--- src/rtl/qpu_exu_alu_dpath_arb.sv ---
// Two-requester arbiter in front of a shared combinational ALU datapath.
// Optional macro QPU_ALU_ARB_FIXED_PRIO_EN: requester 0 always wins contention.

`ifndef QPU_XLEN
`define QPU_XLEN 32
`endif

module qpu_exu_alu_dpath_arb #(
    parameter int XLEN = `QPU_XLEN,
    parameter int OPW  = 5
) (
    input  logic            clk,
    input  logic            rst_n,

    input  logic            i0_valid,
    output logic            i0_ready,
    input  logic [OPW-1:0]  i0_op,
    input  logic [XLEN-1:0] i0_op1,
    input  logic [XLEN-1:0] i0_op2,
    output logic            o0_valid,
    input  logic            o0_ready,
    output logic [XLEN-1:0] o0_res,

    input  logic            i1_valid,
    output logic            i1_ready,
    input  logic [OPW-1:0]  i1_op,
    input  logic [XLEN-1:0] i1_op1,
    input  logic [XLEN-1:0] i1_op2,
    output logic            o1_valid,
    input  logic            o1_ready,
    output logic [XLEN-1:0] o1_res,

    output logic            dp_add,
    output logic            dp_sub,
    output logic            dp_xor,
    output logic            dp_or,
    output logic            dp_and,
    output logic [XLEN-1:0] dp_op1,
    output logic [XLEN-1:0] dp_op2,
    input  logic [XLEN-1:0] dp_res,

    output logic            arb_err
);

    localparam logic [OPW-1:0] OP_ONE = OPW'(1);

    logic            buf_v0;
    logic            buf_v1;
    logic [XLEN-1:0] buf_d0;
    logic [XLEN-1:0] buf_d1;
    logic            rr;
    logic            err_q;

    logic            elig0;
    logic            elig1;
    logic            gnt0;
    logic            gnt1;
    logic            any_gnt;

    logic [OPW-1:0]  sel_op;
    logic [XLEN-1:0] sel_op1;
    logic [XLEN-1:0] sel_op2;
    logic            op_ok;
    logic [OPW-1:0]  dp_opv;
    logic [XLEN-1:0] wr_res;

    // A requester may issue when its buffer is free or draining this cycle
    always_comb begin
        elig0 = i0_valid & (~buf_v0 | o0_ready);
        elig1 = i1_valid & (~buf_v1 | o1_ready);
    end

    // Pick one eligible requester; nothing is granted while in reset
    always_comb begin
        gnt0 = 1'b0;
        gnt1 = 1'b0;
        if (rst_n) begin
`ifdef QPU_ALU_ARB_FIXED_PRIO_EN
            gnt0 = elig0;
            gnt1 = elig1 & ~elig0;
`else
            if (elig0 & elig1) begin
                gnt0 = ~rr;
                gnt1 = rr;
            end else begin
                gnt0 = elig0;
                gnt1 = elig1;
            end
`endif
        end
        any_gnt = gnt0 | gnt1;
    end

    // Steer the granted request onto the shared datapath
    always_comb begin
        sel_op  = '0;
        sel_op1 = '0;
        sel_op2 = '0;
        if (gnt0) begin
            sel_op  = i0_op;
            sel_op1 = i0_op1;
            sel_op2 = i0_op2;
        end else if (gnt1) begin
            sel_op  = i1_op;
            sel_op1 = i1_op1;
            sel_op2 = i1_op2;
        end
    end

    // Malformed ops (zero or several bits) are squashed to a zero result
    always_comb begin
        op_ok  = (sel_op != '0) && ((sel_op & (sel_op - OP_ONE)) == '0);
        dp_opv = op_ok ? sel_op : '0;
        wr_res = op_ok ? dp_res : '0;
    end

    // Datapath drive and handshake outputs
    always_comb begin
        dp_add   = dp_opv[0];
        dp_sub   = dp_opv[1];
        dp_xor   = dp_opv[2];
        dp_or    = dp_opv[3];
        dp_and   = dp_opv[4];
        dp_op1   = sel_op1;
        dp_op2   = sel_op2;
        i0_ready = gnt0;
        i1_ready = gnt1;
        o0_valid = buf_v0;
        o0_res   = buf_d0;
        o1_valid = buf_v1;
        o1_res   = buf_d1;
        arb_err  = err_q;
    end

    // Result buffer 0: refill wins over drain; data held while stalled
    always_ff @(posedge clk or negedge rst_n) begin
        if (!rst_n) begin
            buf_v0 <= 1'b0;
            buf_d0 <= '0;
        end else if (gnt0) begin
            buf_v0 <= 1'b1;
            buf_d0 <= wr_res;
        end else if (buf_v0 && o0_ready) begin
            buf_v0 <= 1'b0;
        end
    end

    // Result buffer 1: refill wins over drain; data held while stalled
    always_ff @(posedge clk or negedge rst_n) begin
        if (!rst_n) begin
            buf_v1 <= 1'b0;
            buf_d1 <= '0;
        end else if (gnt1) begin
            buf_v1 <= 1'b1;
            buf_d1 <= wr_res;
        end else if (buf_v1 && o1_ready) begin
            buf_v1 <= 1'b0;
        end
    end

    // Round-robin pointer hands priority to the requester not just served
    always_ff @(posedge clk or negedge rst_n) begin
        if (!rst_n) begin
            rr <= 1'b0;
        end else begin
`ifdef QPU_ALU_ARB_FIXED_PRIO_EN
            rr <= 1'b0;
`else
            if (any_gnt) begin
                rr <= gnt0;
            end
`endif
        end
    end

    // Sticky error once a malformed op has been accepted
    always_ff @(posedge clk or negedge rst_n) begin
        if (!rst_n) begin
            err_q <= 1'b0;
        end else if (any_gnt && !op_ok) begin
            err_q <= 1'b1;
        end
    end

endmodule

--- config.mk ---
export PLATFORM = sky130hd
export DESIGN_NAME = qpu_exu_alu_dpath_arb
export DESIGN_NICKNAME = d
export VERILOG_FILES = /design/src/rtl/qpu_exu_alu_dpath_arb.sv
export SDC_FILE = /design/constraint.sdc
export NUM_CORES = 1
export LEC_CHECK = 0
export ABC_AREA = 1
export CORE_UTILIZATION = 25
export CTS_CLUSTER_DIAMETER = 120
export DETAILED_ROUTE_END_ITERATION = 8
export PLACE_DENSITY = 0.71
export SLEW_MARGIN = 30
export SYNTH_ARGS = -nofsm -noshare
export SYNTH_HDL_FRONTEND = slang
export SYNTH_SLANG_ARGS = --single-unit
--- constraint.sdc ---
create_clock -name clk -period 1.48 [get_ports clk]
set_input_delay 0.148 -clock clk [delete_from_list [all_inputs] [get_ports clk]]
set_output_delay 0.148 -clock clk [all_outputs]
set_load 0.01 [all_outputs]
==> summary.txt <==
Power
  • VDD IR max: around 0.78 mV
  • Pwr/cell area: about 1100 nW/um^2
  • Leakage Power: ~3.8 nW
  • Total Power: ~0.0087 W

Route
  • Residual DRC: 0
  • Total length of routed wires: between 15 and 20 mm
  • Initial DRC count: 175
  • DRT Pass-1 Iters: 4
  • DR WL/cell: roughly 18 um
  • Vias post-DR: between 4000 and 5000
  • Post-DR vias/cell: roughly 4.7
  • Antenna viol nets, final: 0

Setup path
  • WP data required: between 1 and 1.5 ns
  • CP Class: reg -> out
  • Critical Path Start: o1_valid$_DFFE_PN0P_
  • Reg2Reg Depth: 15
  • CP Capture Type: output pin
  • CP peak stage delay: between 0.3 and 0.4 ns
  • CP dominant cell by count: nand2_2
  • CP arrival: 2.02 ns
  • Register-to-register setup slack: -0.67 ns
  • Peak fanout along the critical path: 6
  • Setup crit start kind: flip-flop
  • Reg2Reg Launch Point: o1_valid$_DFFE_PN0P_
  • Critical path, cell by cell: nand2_2 > nand2_2 > nor2_4 > buf_4 > nand3_2 > nand2_4 > nor2_4 > nand2_1 > nand2_2 > nand2_4 > nor2_8 > nand2_1 > inv_1 > buf_2
  • Worst reg2reg path endpoint: o0_res[21]$_DFFE_PN0P_
  • CP max stage cell: dfrtp_1

Timing
  • Hold Violations, Final: 11
  • Final worst slack: -0.688 ns
  • Fmax: about 460 MHz
  • Final Max Slew Viols: 0
  • Setup violators final: around 140
  • RSZ-0062 raised after global routing: true
  • Final Critical Period: about 2.2 ns
  • Worst hold slack: -0.00894 ns
  • Final worst path period share: 147%
  • Max-slew headroom: between 50% and 60%
  • Worst slew pin tran: 0.650 ns
  • Setup Skew: 0.00838 ns

Global route
  • Total track usage: between 20% and 30%
  • Total grt overflow: 0
  • First-pass GRT wire length: 24.9 mm
  • Number of global-route vias before repair: 4532
  • Largest net degree at the start of global routing: 69
  • Initial antenna violation count: 0

Synthesis
  • Ys async rst share: 100%
  • Mean post-synth cell area: 8.60 um^2
  • Number of enable flip-flop cells after synthesis: 0
  • Primary FF master, synth: dfrtp_1
  • Distinct cell type count of the synthesized netlist: 19
  • Sequential-to-total area share from yosys stat: 47.4%
  • Synth Instances: approximately 420
  • Area leader, netlist: dfrtp_1
  • Post-Syn Nets: ~600
  • Synth top area cells: dfrtp_1 47%, a22o_1 16%, nand2_1 15%
  • Count leader, synth: nand2_1
  • Yosys reg bits: 68
  • Area share of the largest cell type after synthesis: between 40% and 50%
  • Synth Cell Area: 3590 um^2
  • Commonest cells in the netlist: 147 x nand2_1, 73 x nand3_1, 68 x dfrtp_1, 64 x a22o_1, 12 x inv_1
  • Ys Warns: 0

CTS
  • Clock slew at reported path FFs: about 0.060 ns
  • CTS tree: built
  • H-tree lvl count: 3
  • CTS Buf Count: 9
  • Worst-Skew Late Latency: approximately 0.32 ns
  • Clk Tree Root Cell: clkbuf_16
  • Clock Tree Buf Depth: 2
  • Clock Sinks: 68
  • Cts-stage hold buffer count: 0

Cells and area
  • Non-Filler Instances: 936
  • Nets: 928
  • # fillers: 1236
  • Area growth syn-to-layout: 120%
  • Antenna fix cells: 0
  • Util after Layout: between 50 and 60%
  • Share of layout cells above drive strength 1: a little under a quarter

Place
  • GP Congestion: around 0.87
  • Port bufs: between 300 and 400
  • Placed cells: around 900
  • Detailed-placement wirelength estimate: approximately 12 mm

Die
  • Die area: roughly 15000 um^2
  • Standard-cell rows: 43
  • Initial Util: about a quarter
  • Die height: ~120 um
  • Num ports: about 310
  • Die X: 122 um
  • Total core area: roughly 14000 um^2

Hold path
  • Worst min-delay path class: in -> async

Status
  • Status: finished with violations
  • Failing checks: negative hold slack, negative setup slack

Run
  • Max-cap violation count: 0
final cells by class:
cell class	instances	area, um^2	area share, %
Clock buffer	9	225	2.85
Clock inverter	6	88.8	1.12
Inverter	15	73.8	0.933
Multi-Input combinational cell	302	2050	25.9
Sequential cell	68	1700	21.5
Tap cell	180	225	2.85
Timing Repair Buffer	356	3550	44.8
sequential cells by signal (all words and copies together) (netlist names):
signal	flops
arb_err	1
o0_res	32
o0_valid	1
o1_res	32
o1_valid	1
rr	1
how the worst max path moves through the flow:
| stage | end | cells past startpoint | slack, ns |
|---|---|---|---|
| 3_3_place_gp | dp_or | 14 | -0.83 |
| 5_1_grt | dp_and | 14 | -0.78 |
| 4_1_cts | dp_and | 13 | -0.66 |
| 6_report | dp_and | 14 | -0.69 |
| 3_5_place_dp | dp_xor | 14 | -0.94 |
| 2_1_floorplan | dp_and | 12 | -0.24 |
critical path, delay by kind of cell, from the launching register on:
kind / cells / cell delay, ns
buffers and inverters: 3 / 0.33
and+or+nand+nor: 11 / 1.01
DFF: 1 / 0.37
power by group:
group / total, W / leakage [nW] / switching, W / internal, W
clock: 0.00228 / 0.148 / 0.000816 / 0.00147
sequential: 0.00260 / 0.886 / 0.000275 / 0.00233
combinational: 0.00386 / 2.72 / 0.00176 / 0.00210
layout by cell type (no fill, tap or decap):
cell,n
a22o_1,64
buf_12,7
buf_16,3
buf_2,15
buf_4,27
buf_6,11
buf_8,1
bufbuf_16,2
bufinv_16,2
clkbuf_16,9
clkdlybuf4s15_1,1
clkdlybuf4s50_1,240
clkinv_2,1
clkinvlp_4,2
dfrtp_1,68
dlygate4sd2_1,49
inv_1,8
inv_12,1
inv_2,5
inv_6,2
nand2_1,138
nand2_2,12
nand2_4,3
nand2_8,1
nand3_1,5
nand3_2,69
nand3_4,2
nor2_4,4
nor2_8,1
o21ai_0,1
o21ai_4,1
o21bai_1,1
metal layers:
layer / vias up / global-route usage, % / wire [um]
met3: 29 / 5.95 / 1370
met1: 2100 / 25.6 / 6700
met2: 186 / 38.8 / 8740
met5: - / 0 / 0
li1: 2090 / - / -
met4: 0 / 7.33 / 387
cells by family after synthesis:
| group | after synthesis | share of synthesized area (%) |
|---|---|---|
| flops | 68 | 47.4 |
| buf+inv | 48 | 7.35 |
| simple gates | 235 | 29.1 |
| compound gates | 67 | 16.2 |
through the flow:
step	hold WS [ns]	TNS, ns	cell area (um^2)	setup slack (ns)
floorplan	-0.148	-13.52	3930	-0.239
global placement	0.454	-95.78	7310	-0.830
detailed placement	0.459	-106.41	7310	-0.943
CTS	0.140	-77.37	7900	-0.663
global route	0.0511	-91.04	7910	-0.775
finish	-0.00894	-79.70	7910	-0.688
repair_timing:
action                                  CTS  global route
resized for setup                       180             2
endpoints found under the setup margin  137           139
pin swaps                                19             5
cloned                                    5             0
setup buffers                            13             1
(Power assumes the default switching activity.)
